<file path="config.mk">
export PLATFORM = sky130hd
export DESIGN_NAME = regfile_wport_arbiter_flat
export DESIGN_NICKNAME = d
export VERILOG_FILES = /design/src/rtl/rf_arb_pkg.sv /design/src/rtl/regfile_wport_arbiter_if.sv /design/src/rtl/rf_clear_seq.sv /design/src/rtl/regfile_wport_arbiter.sv /design/src/flat_wrapper.sv
export SDC_FILE = /design/constraint.sdc
export NUM_CORES = 1
export LEC_CHECK = 0
export ABC_CLOCK_PERIOD_IN_PS = 3100
export BUFFER_PORTS_ARGS = -buffer_cell sky130_fd_sc_hd__buf_2
export CORE_AREA = 2 2 63 65
export CTS_BUF_LIST = sky130_fd_sc_hd__clkbuf_16
export DETAILED_ROUTE_END_ITERATION = 6
export DIE_AREA = 0 0 65 67
export GPL_TIMING_DRIVEN = 0
export PLACE_DENSITY_LB_ADDON = 0.15
export RECOVER_POWER = 25
export SYNTH_ARGS = -nofsm -noshare
export SYNTH_HDL_FRONTEND = slang
export SYNTH_HIERARCHICAL = 1
export SYNTH_SLANG_ARGS = --single-unit
</file>
<file path="constraint.sdc">
create_clock -name clk -period 3.1 [get_ports clk]
set_input_delay 0.775 -clock clk [delete_from_list [all_inputs] [get_ports clk]]
set_output_delay 0.775 -clock clk [all_outputs]
set_load 0.005 [all_outputs]
</file>
<file path="src/rtl/rf_arb_pkg.sv">
// Shared types and constants for the register-file write-port arbiter.
// Holds the FSM state encoding and the integer register-file geometry.
package rf_arb_pkg;

    typedef enum logic {
        ST_CLEAR = 1'b0,
        ST_RUN   = 1'b1
    } state_t;

    localparam int REG_AW = 5;
    localparam int REG_DW = 32;
    localparam int REG_X0 = 0;

    // True when the address names the hard-wired zero register.
    function automatic logic is_x0(input logic [REG_AW-1:0] addr);
        return (addr == REG_AW'(REG_X0));
    endfunction

endpackage

</file>
<file path="src/rtl/regfile_wport_arbiter_if.sv">
// Write-port bundle: writeback request, multi-cycle valid/ready channel and the
// register-file write port. master = arbiter side, slave = requester/regfile side.
interface regfile_wport_arbiter_if
    import rf_arb_pkg::*;
#(
    parameter int AW = REG_AW,
    parameter int DW = REG_DW
);

    logic          wb_we;
    logic [AW-1:0] wb_addr;
    logic [DW-1:0] wb_data;
    logic          wb_stall;

    logic          mc_valid;
    logic [AW-1:0] mc_addr;
    logic [DW-1:0] mc_data;
    logic          mc_ready;

    logic          rf_we;
    logic [AW-1:0] rf_addr;
    logic [DW-1:0] rf_wd;
    logic          init_done;

    modport master (
        input  wb_we, wb_addr, wb_data,
        input  mc_valid, mc_addr, mc_data,
        output wb_stall, mc_ready,
        output rf_we, rf_addr, rf_wd, init_done
    );

    modport slave (
        output wb_we, wb_addr, wb_data,
        output mc_valid, mc_addr, mc_data,
        input  wb_stall, mc_ready,
        input  rf_we, rf_addr, rf_wd, init_done
    );

endinterface

</file>
<file path="src/rtl/rf_clear_seq.sv">
// Post-reset clear sweep counter: walks addresses 0..NREGS-1 once and flags
// the final address. Holds at the last address rather than wrapping.
module rf_clear_seq
    import rf_arb_pkg::*;
#(
    parameter int NREGS = 32,
    parameter int AW    = REG_AW
) (
    input  logic          clk,
    input  logic          rst,
    input  logic          en,
    output logic [AW-1:0] addr,
    output logic          last
);

    localparam logic [AW-1:0] LAST_ADDR = AW'(NREGS - 1);

    logic [AW-1:0] clr_cnt_reg;
    logic [AW-1:0] clr_cnt_next;

    always_comb begin
        clr_cnt_next = clr_cnt_reg;
        if (en && !last) begin
            clr_cnt_next = clr_cnt_reg + AW'(1);
        end
    end

    always_ff @(posedge clk) begin
        if (rst) begin
            clr_cnt_reg <= '0;
        end else begin
            clr_cnt_reg <= clr_cnt_next;
        end
    end

    assign addr = clr_cnt_reg;
    assign last = (clr_cnt_reg == LAST_ADDR);

endmodule

</file>
<file path="src/rtl/regfile_wport_arbiter.sv">
// Register-file write-port owner: clears x0..x31 after reset, then arbitrates
// writeback (fixed priority) against a multi-cycle valid/ready requester.
// Optional starvation guard: define RF_ARB_STARVE_GUARD_EN.
module regfile_wport_arbiter
    import rf_arb_pkg::*;
#(
    parameter int NREGS    = 32,
    parameter int AW       = REG_AW,
    parameter int DW       = REG_DW,
    parameter int MAX_WAIT = 4
) (
    input  logic                    clk,
    input  logic                    rst,
    regfile_wport_arbiter_if.master bus
);

    state_t state_reg;
    state_t state_next;

    logic [AW-1:0] clr_addr;
    logic          clr_last;

    logic          wb_req;
    logic          mc_wr;
    logic          mc_force;

    logic          rf_we_c;
    logic [AW-1:0] rf_addr_c;
    logic [DW-1:0] rf_wd_c;
    logic          wb_stall_c;
    logic          mc_ready_c;
    logic          init_done_c;

    rf_clear_seq #(
        .NREGS (NREGS),
        .AW    (AW)
    ) u_clear_seq (
        .clk  (clk),
        .rst  (rst),
        .en   (state_reg == ST_CLEAR),
        .addr (clr_addr),
        .last (clr_last)
    );

    // Requests aimed at x0 never reach the register file.
    assign wb_req = bus.wb_we    && (bus.wb_addr != AW'(REG_X0));
    assign mc_wr  = bus.mc_valid && (bus.mc_addr != AW'(REG_X0));

`ifdef RF_ARB_STARVE_GUARD_EN
    localparam int WAIT_W = (MAX_WAIT < 1) ? 1 : $clog2(MAX_WAIT + 1);
    localparam logic [WAIT_W-1:0] WAIT_LIMIT = WAIT_W'(MAX_WAIT);

    logic [WAIT_W-1:0] wait_cnt_reg;
    logic [WAIT_W-1:0] wait_cnt_next;

    assign mc_force = bus.mc_valid && (wait_cnt_reg == WAIT_LIMIT);

    // Count refused cycles of a pending multi-cycle result; any handshake clears.
    always_comb begin
        wait_cnt_next = wait_cnt_reg;
        if ((state_reg == ST_RUN) && bus.mc_valid) begin
            if (mc_ready_c) begin
                wait_cnt_next = '0;
            end else if (wait_cnt_reg != WAIT_LIMIT) begin
                wait_cnt_next = wait_cnt_reg + WAIT_W'(1);
            end
        end
    end

    always_ff @(posedge clk) begin
        if (rst) begin
            wait_cnt_reg <= '0;
        end else begin
            wait_cnt_reg <= wait_cnt_next;
        end
    end
`else
    // Guard disabled: writeback always wins, whatever MAX_WAIT says.
    assign mc_force = 1'b0 && (MAX_WAIT > 0);
`endif

    always_comb begin
        state_next  = state_reg;
        rf_we_c     = 1'b0;
        rf_addr_c   = '0;
        rf_wd_c     = '0;
        wb_stall_c  = 1'b1;
        mc_ready_c  = 1'b0;
        init_done_c = 1'b0;

        // Outputs stay quiet for the whole reset cycle, whatever the state.
        if (!rst) begin
            case (state_reg)
                ST_CLEAR: begin
                    rf_we_c   = 1'b1;
                    rf_addr_c = clr_addr;
                    if (clr_last) begin
                        state_next = ST_RUN;
                    end
                end
                ST_RUN: begin
                    init_done_c = 1'b1;
                    wb_stall_c  = 1'b0;
                    if (mc_force) begin
                        wb_stall_c = 1'b1;
                        mc_ready_c = 1'b1;
                        if (mc_wr) begin
                            rf_we_c   = 1'b1;
                            rf_addr_c = bus.mc_addr;
                            rf_wd_c   = bus.mc_data;
                        end
                    end else if (wb_req) begin
                        rf_we_c   = 1'b1;
                        rf_addr_c = bus.wb_addr;
                        rf_wd_c   = bus.wb_data;
                    end else begin
                        // Port free: accept (or discard, for x0) any multi-cycle result.
                        mc_ready_c = 1'b1;
                        if (mc_wr) begin
                            rf_we_c   = 1'b1;
                            rf_addr_c = bus.mc_addr;
                            rf_wd_c   = bus.mc_data;
                        end
                    end
                end
                default: begin
                    state_next = ST_CLEAR;
                end
            endcase
        end
    end

    always_ff @(posedge clk) begin
        if (rst) begin
            state_reg <= ST_CLEAR;
        end else begin
            state_reg <= state_next;
        end
    end

    assign bus.rf_we     = rf_we_c;
    assign bus.rf_addr   = rf_addr_c;
    assign bus.rf_wd     = rf_wd_c;
    assign bus.wb_stall  = wb_stall_c;
    assign bus.mc_ready  = mc_ready_c;
    assign bus.init_done = init_done_c;

endmodule

</file>
<file path="src/flat_wrapper.sv">
// flat-port wrapper written by rule: the top's interface ports become plain ports
module regfile_wport_arbiter_flat import rf_arb_pkg::*;
#(
    parameter int NREGS    = 32,
    parameter int AW       = REG_AW,
    parameter int DW       = REG_DW,
    parameter int MAX_WAIT = 4
)
  (clk, rst, bus_wb_we, bus_wb_addr, bus_wb_data, bus_mc_valid, bus_mc_addr, bus_mc_data, bus_wb_stall, bus_mc_ready, bus_rf_we, bus_rf_addr, bus_rf_wd, bus_init_done);
  regfile_wport_arbiter_if #(.AW(AW), .DW(DW)) bus_i ();
  input  logic clk;
  input  logic rst;
  input wire logic [$bits(bus_i.wb_we)-1:0] bus_wb_we;
  input wire logic [$bits(bus_i.wb_addr)-1:0] bus_wb_addr;
  input wire logic [$bits(bus_i.wb_data)-1:0] bus_wb_data;
  input wire logic [$bits(bus_i.mc_valid)-1:0] bus_mc_valid;
  input wire logic [$bits(bus_i.mc_addr)-1:0] bus_mc_addr;
  input wire logic [$bits(bus_i.mc_data)-1:0] bus_mc_data;
  output wire logic [$bits(bus_i.wb_stall)-1:0] bus_wb_stall;
  output wire logic [$bits(bus_i.mc_ready)-1:0] bus_mc_ready;
  output wire logic [$bits(bus_i.rf_we)-1:0] bus_rf_we;
  output wire logic [$bits(bus_i.rf_addr)-1:0] bus_rf_addr;
  output wire logic [$bits(bus_i.rf_wd)-1:0] bus_rf_wd;
  output wire logic [$bits(bus_i.init_done)-1:0] bus_init_done;
  assign bus_i.wb_we = bus_wb_we;
  assign bus_i.wb_addr = bus_wb_addr;
  assign bus_i.wb_data = bus_wb_data;
  assign bus_i.mc_valid = bus_mc_valid;
  assign bus_i.mc_addr = bus_mc_addr;
  assign bus_i.mc_data = bus_mc_data;
  assign bus_wb_stall = bus_i.wb_stall;
  assign bus_mc_ready = bus_i.mc_ready;
  assign bus_rf_we = bus_i.rf_we;
  assign bus_rf_addr = bus_i.rf_addr;
  assign bus_rf_wd = bus_i.rf_wd;
  assign bus_init_done = bus_i.init_done;
  regfile_wport_arbiter #(.NREGS(NREGS), .AW(AW), .DW(DW), .MAX_WAIT(MAX_WAIT)) u_core (.clk(clk), .rst(rst), .bus(bus_i));
endmodule
</file>
==> flow_metrics.py <==
metrics = {
    "global_route": {
        "grt-ovfl-total": 0,
        "grt_max_degree": 11,
        "grt.total_usage": 0.1989,
        "grt_pass1_vias": 1561,
        "antenna_found_initial": 0,
        "grt_first_pass_wirelength_mm": 6.962,
    },
    "timing": {
        "slew_headroom": 0.7161,
        "finalHoldWorstSlack_ns": 0.5398,
        "rsz0062_at_grt": "no",
        "final_hold_viol_count": 0,
        "fin_crit_ns": 3.021,
        "finalCritPeriodShare": 0.9746,
        "setup_viol": 0,
        "fin_skew_ns": 0.001997,
        "worst_pin_slew_ns": 0.4250,
        "fmax_ghz": 0.3310,
        "finalWorstSetupSlack_ns": 0.07888,
        "slew_violations": 0,
    },
    "die": {
        "io_pins": 119,
        "die_w_um": 65,
        "start_util": 0.3806,
        "placeableCoreArea_um2": 3606,
        "die_area_um2": 4355,
        "die_h_um": 67,
        "core.rowCount": 22,
    },
    "synthesis": {
        "synthFlopType": "dfxtp_1",
        "synth_top_cell_area_share": 0.2479,
        "netlist_area_um2": 1373,
        "syn_area_per_cell_um2": 7.419,
        "yosysTopAreaCell": "mux2i_1",
        "syn_inst": 185,
        "synth.area.top_cells": "mux2i_1, o2111ai_1, nand2_1, dfxtp_1, clkbuf_1",
        "synth_edf_count": 0,
        "synth_warnings": 6,
        "async_flop_share": 0,
        "yosysUniqueCellTypes": 36,
        "synth-seq-area-share": 0.08751,
        "synth_seq_cells": 6,
        "syn_nets": 265,
    },
    "clock_network": {
        "post-cts-setup-buffer-count": 0,
        "insertion_delay_ns": 0.23,
        "clockBufferDepth": 2,
        "hold_buffers": 0,
        "cts_root_buf": "clkbuf_16",
        "numCtsBuffers": 3,
        "htreeDepth": 1,
        "path_clk_slew_ns": 0.03,
        "cts_tree": "yes",
        "clock_sinks": 6,
        "cts_resized": 8,
    },
    "routing": {
        "drt_pass1_iterations": 4,
        "avgViaCountPerCell": 5.262,
        "drc_errors": 0,
        "final_antenna_net_count": 0,
        "drt_iter0_markers": 76,
        "finalWirelength_mm": 4.737,
        "num_vias": 1847,
        "wl_per_cell_um": 13.50,
    },
    "critical_path": {
        "crit_fanout": 10,
        "critical_path.startpoint_type": "input port",
        "reg2reg_slack_ns": 1.17,
        "critPathMaxStageDelay_ns": 0.54,
        "critPathKind": "in -> out",
        "end_kind": "primary output",
        "cp.arrival_ns": 2.25,
        "ff2ff_path_depth": 6,
        "crit_top_cell": "buf_2",
        "crit_slowest_cell": "or4_4",
        "crit_end": "bus_rf_wd[5]",
        "crit_start": "bus_wb_addr[0]",
        "worst_ep_required_time_ns": 2.32,
        "rr_startpoint": "u_core/u_clear_seq/addr[0]$_SDFFE_PP0P_",
        "r2r-end": "u_core/u_clear_seq/addr[3]$_SDFFE_PP0P_",
        "worstPathCellList": "buf_2, or4_4, o21a_1, buf_6, buf_12, mux2i_1, buf_2",
    },
    "cells_and_area": {
        "largest_reg_flops": 5,
        "drive_gt1_frac": 0.4389,
        "nFillCells": 375,
        "diodes": 0,
        "nets": 385,
        "areaGrowthSynthToFinish_pct": 52.60,
        "layout_common_cells": "buf_2, nand2_1, mux2i_1, o2111ai_1, clkbuf_1",
        "final_common_cell": "buf_2",
    },
    "power": {
        "ir_worst_vdd_mv": 0.3593,
        "power_switching_w": 0.0001091,
        "sequentialPowerShare": 0.201,
        "pwr-share-clk": 0.492,
        "internal_power_w": 0.0003148,
        "p_leak_nw": 1.032,
        "power_switching_share": 0.2575,
        "power.density_nw_per_um2": 202.4,
        "power_frac_comb": 0.307,
    },
    "place": {
        "post-place-ws_ns": -0.08835,
        "gp_congestion": 0.8189,
        "io_buffer_count": 117,
        "dp_hpwl_mm": 3.795,
    },
    "status": {
        "outcome": "completed",
    },
    "worst_hold_path": {
        "hp-class": "reg -> reg",
    },
    "job": {
        "drv_cap": 0,
    },
}
-- through the flow --
step	setup TNS (ns)	instance area [um^2]	power [W]	cells	utilization
global route	0	2095	0.0004442	351	0.5808
global placement	-1.333	2018	0.0002144	350	0.5597
detailed placement	-1.093	2018	0.0002157	350	0.5597
CTS	0	2103	0.0004286	353	0.5833
floorplan	0	1373	0.0001505	185	-
finish	0	2095	0.0004239	351	0.5808
-- area by class of cell --
class / instances / area, um^2 / share of cell area
Sequential cell: 6 / 120.1 / 0.05735
Clock buffer: 3 / 75.07 / 0.03584
Inverter: 2 / 7.507 / 0.003584
Buffer: 24 / 163.9 / 0.07826
Multi-Input combinational cell: 151 / 1086 / 0.5185
Timing Repair Buffer: 117 / 581.8 / 0.2778
Tap cell: 48 / 60.06 / 0.02867
-- cell families after synthesis --
kind of cell / count (synthesis) / share of synthesized area
mux: 35 / 0.2562
flops: 6 / 0.08751
compound gates: 46 / 0.2780
xor+xnor: 2 / 0.01276
simple gates: 66 / 0.2288
fa+ha+maj: 2 / 0.01823
buf+inv: 28 / 0.1185
-- metal layers --
metal | vias up | part of all wire | global-route usage
li1 | 949 | - | -
met1 | 829 | 0.40 | 0.2223
met2 | 62 | 0.52 | 0.3763
met3 | 7 | 0.072 | 0.02872
met4 | 0 | 0.015 | 0.07713
met5 | - | 0 | 0
-- how the worst min path moves through the flow --
stage                                                          to  slack, ns                               startpoint  cells after the start
after floorplan           u_core/u_clear_seq/addr[4]$_SDFFE_PP0P_       0.49  u_core/u_clear_seq/addr[4]$_SDFFE_PP0P_                      2
after global placement    u_core/u_clear_seq/addr[4]$_SDFFE_PP0P_       0.53  u_core/u_clear_seq/addr[4]$_SDFFE_PP0P_                      2
after detailed placement  u_core/u_clear_seq/addr[4]$_SDFFE_PP0P_       0.53  u_core/u_clear_seq/addr[4]$_SDFFE_PP0P_                      2
after CTS                 u_core/u_clear_seq/addr[4]$_SDFFE_PP0P_       0.54  u_core/u_clear_seq/addr[4]$_SDFFE_PP0P_                      2
after global routing      u_core/u_clear_seq/addr[2]$_SDFFE_PP0P_       0.59  u_core/u_clear_seq/addr[2]$_SDFFE_PP0P_                      2
final                     u_core/u_clear_seq/addr[4]$_SDFFE_PP0P_       0.54  u_core/u_clear_seq/addr[4]$_SDFFE_PP0P_                      2
-- cells in the mapped netlist, types with 2 or more instances --
cell type / n
dfxtp_1: 6
mux2i_1: 34
ha_1: 2
nand3_1: 2
nor2_1: 13
nor2b_1: 2
o2111ai_1: 32
nand2_1: 36
clkbuf_1: 21
a311oi_1: 3
o21ai_0: 2
a21oi_1: 2
a221oi_1: 2
and3b_1: 2
nor4b_1: 2
a211oi_1: 2
buf_12: 3
-- critical path: cells and delay by family --
kind	cells	cell delay [ns]
buffers and inverters	4	0.56
AND/OR/NAND/NOR	1	0.54
multiplexers	1	0.17
AO/OA/AOI/OAI	1	0.19
-- power by group through the flow --
stage / logic, W / registers [W] / clock network, W
after floorplan: 0.0000652 / 0.0000853 / 0
after global placement: 0.000129 / 0.0000859 / 0
after detailed placement: 0.000130 / 0.0000861 / 0
after CTS: 0.000131 / 0.0000853 / 0.000212
after global routing: 0.000143 / 0.0000858 / 0.000215
final: 0.000130 / 0.0000852 / 0.000209
(Power assumes the default switching activity.)
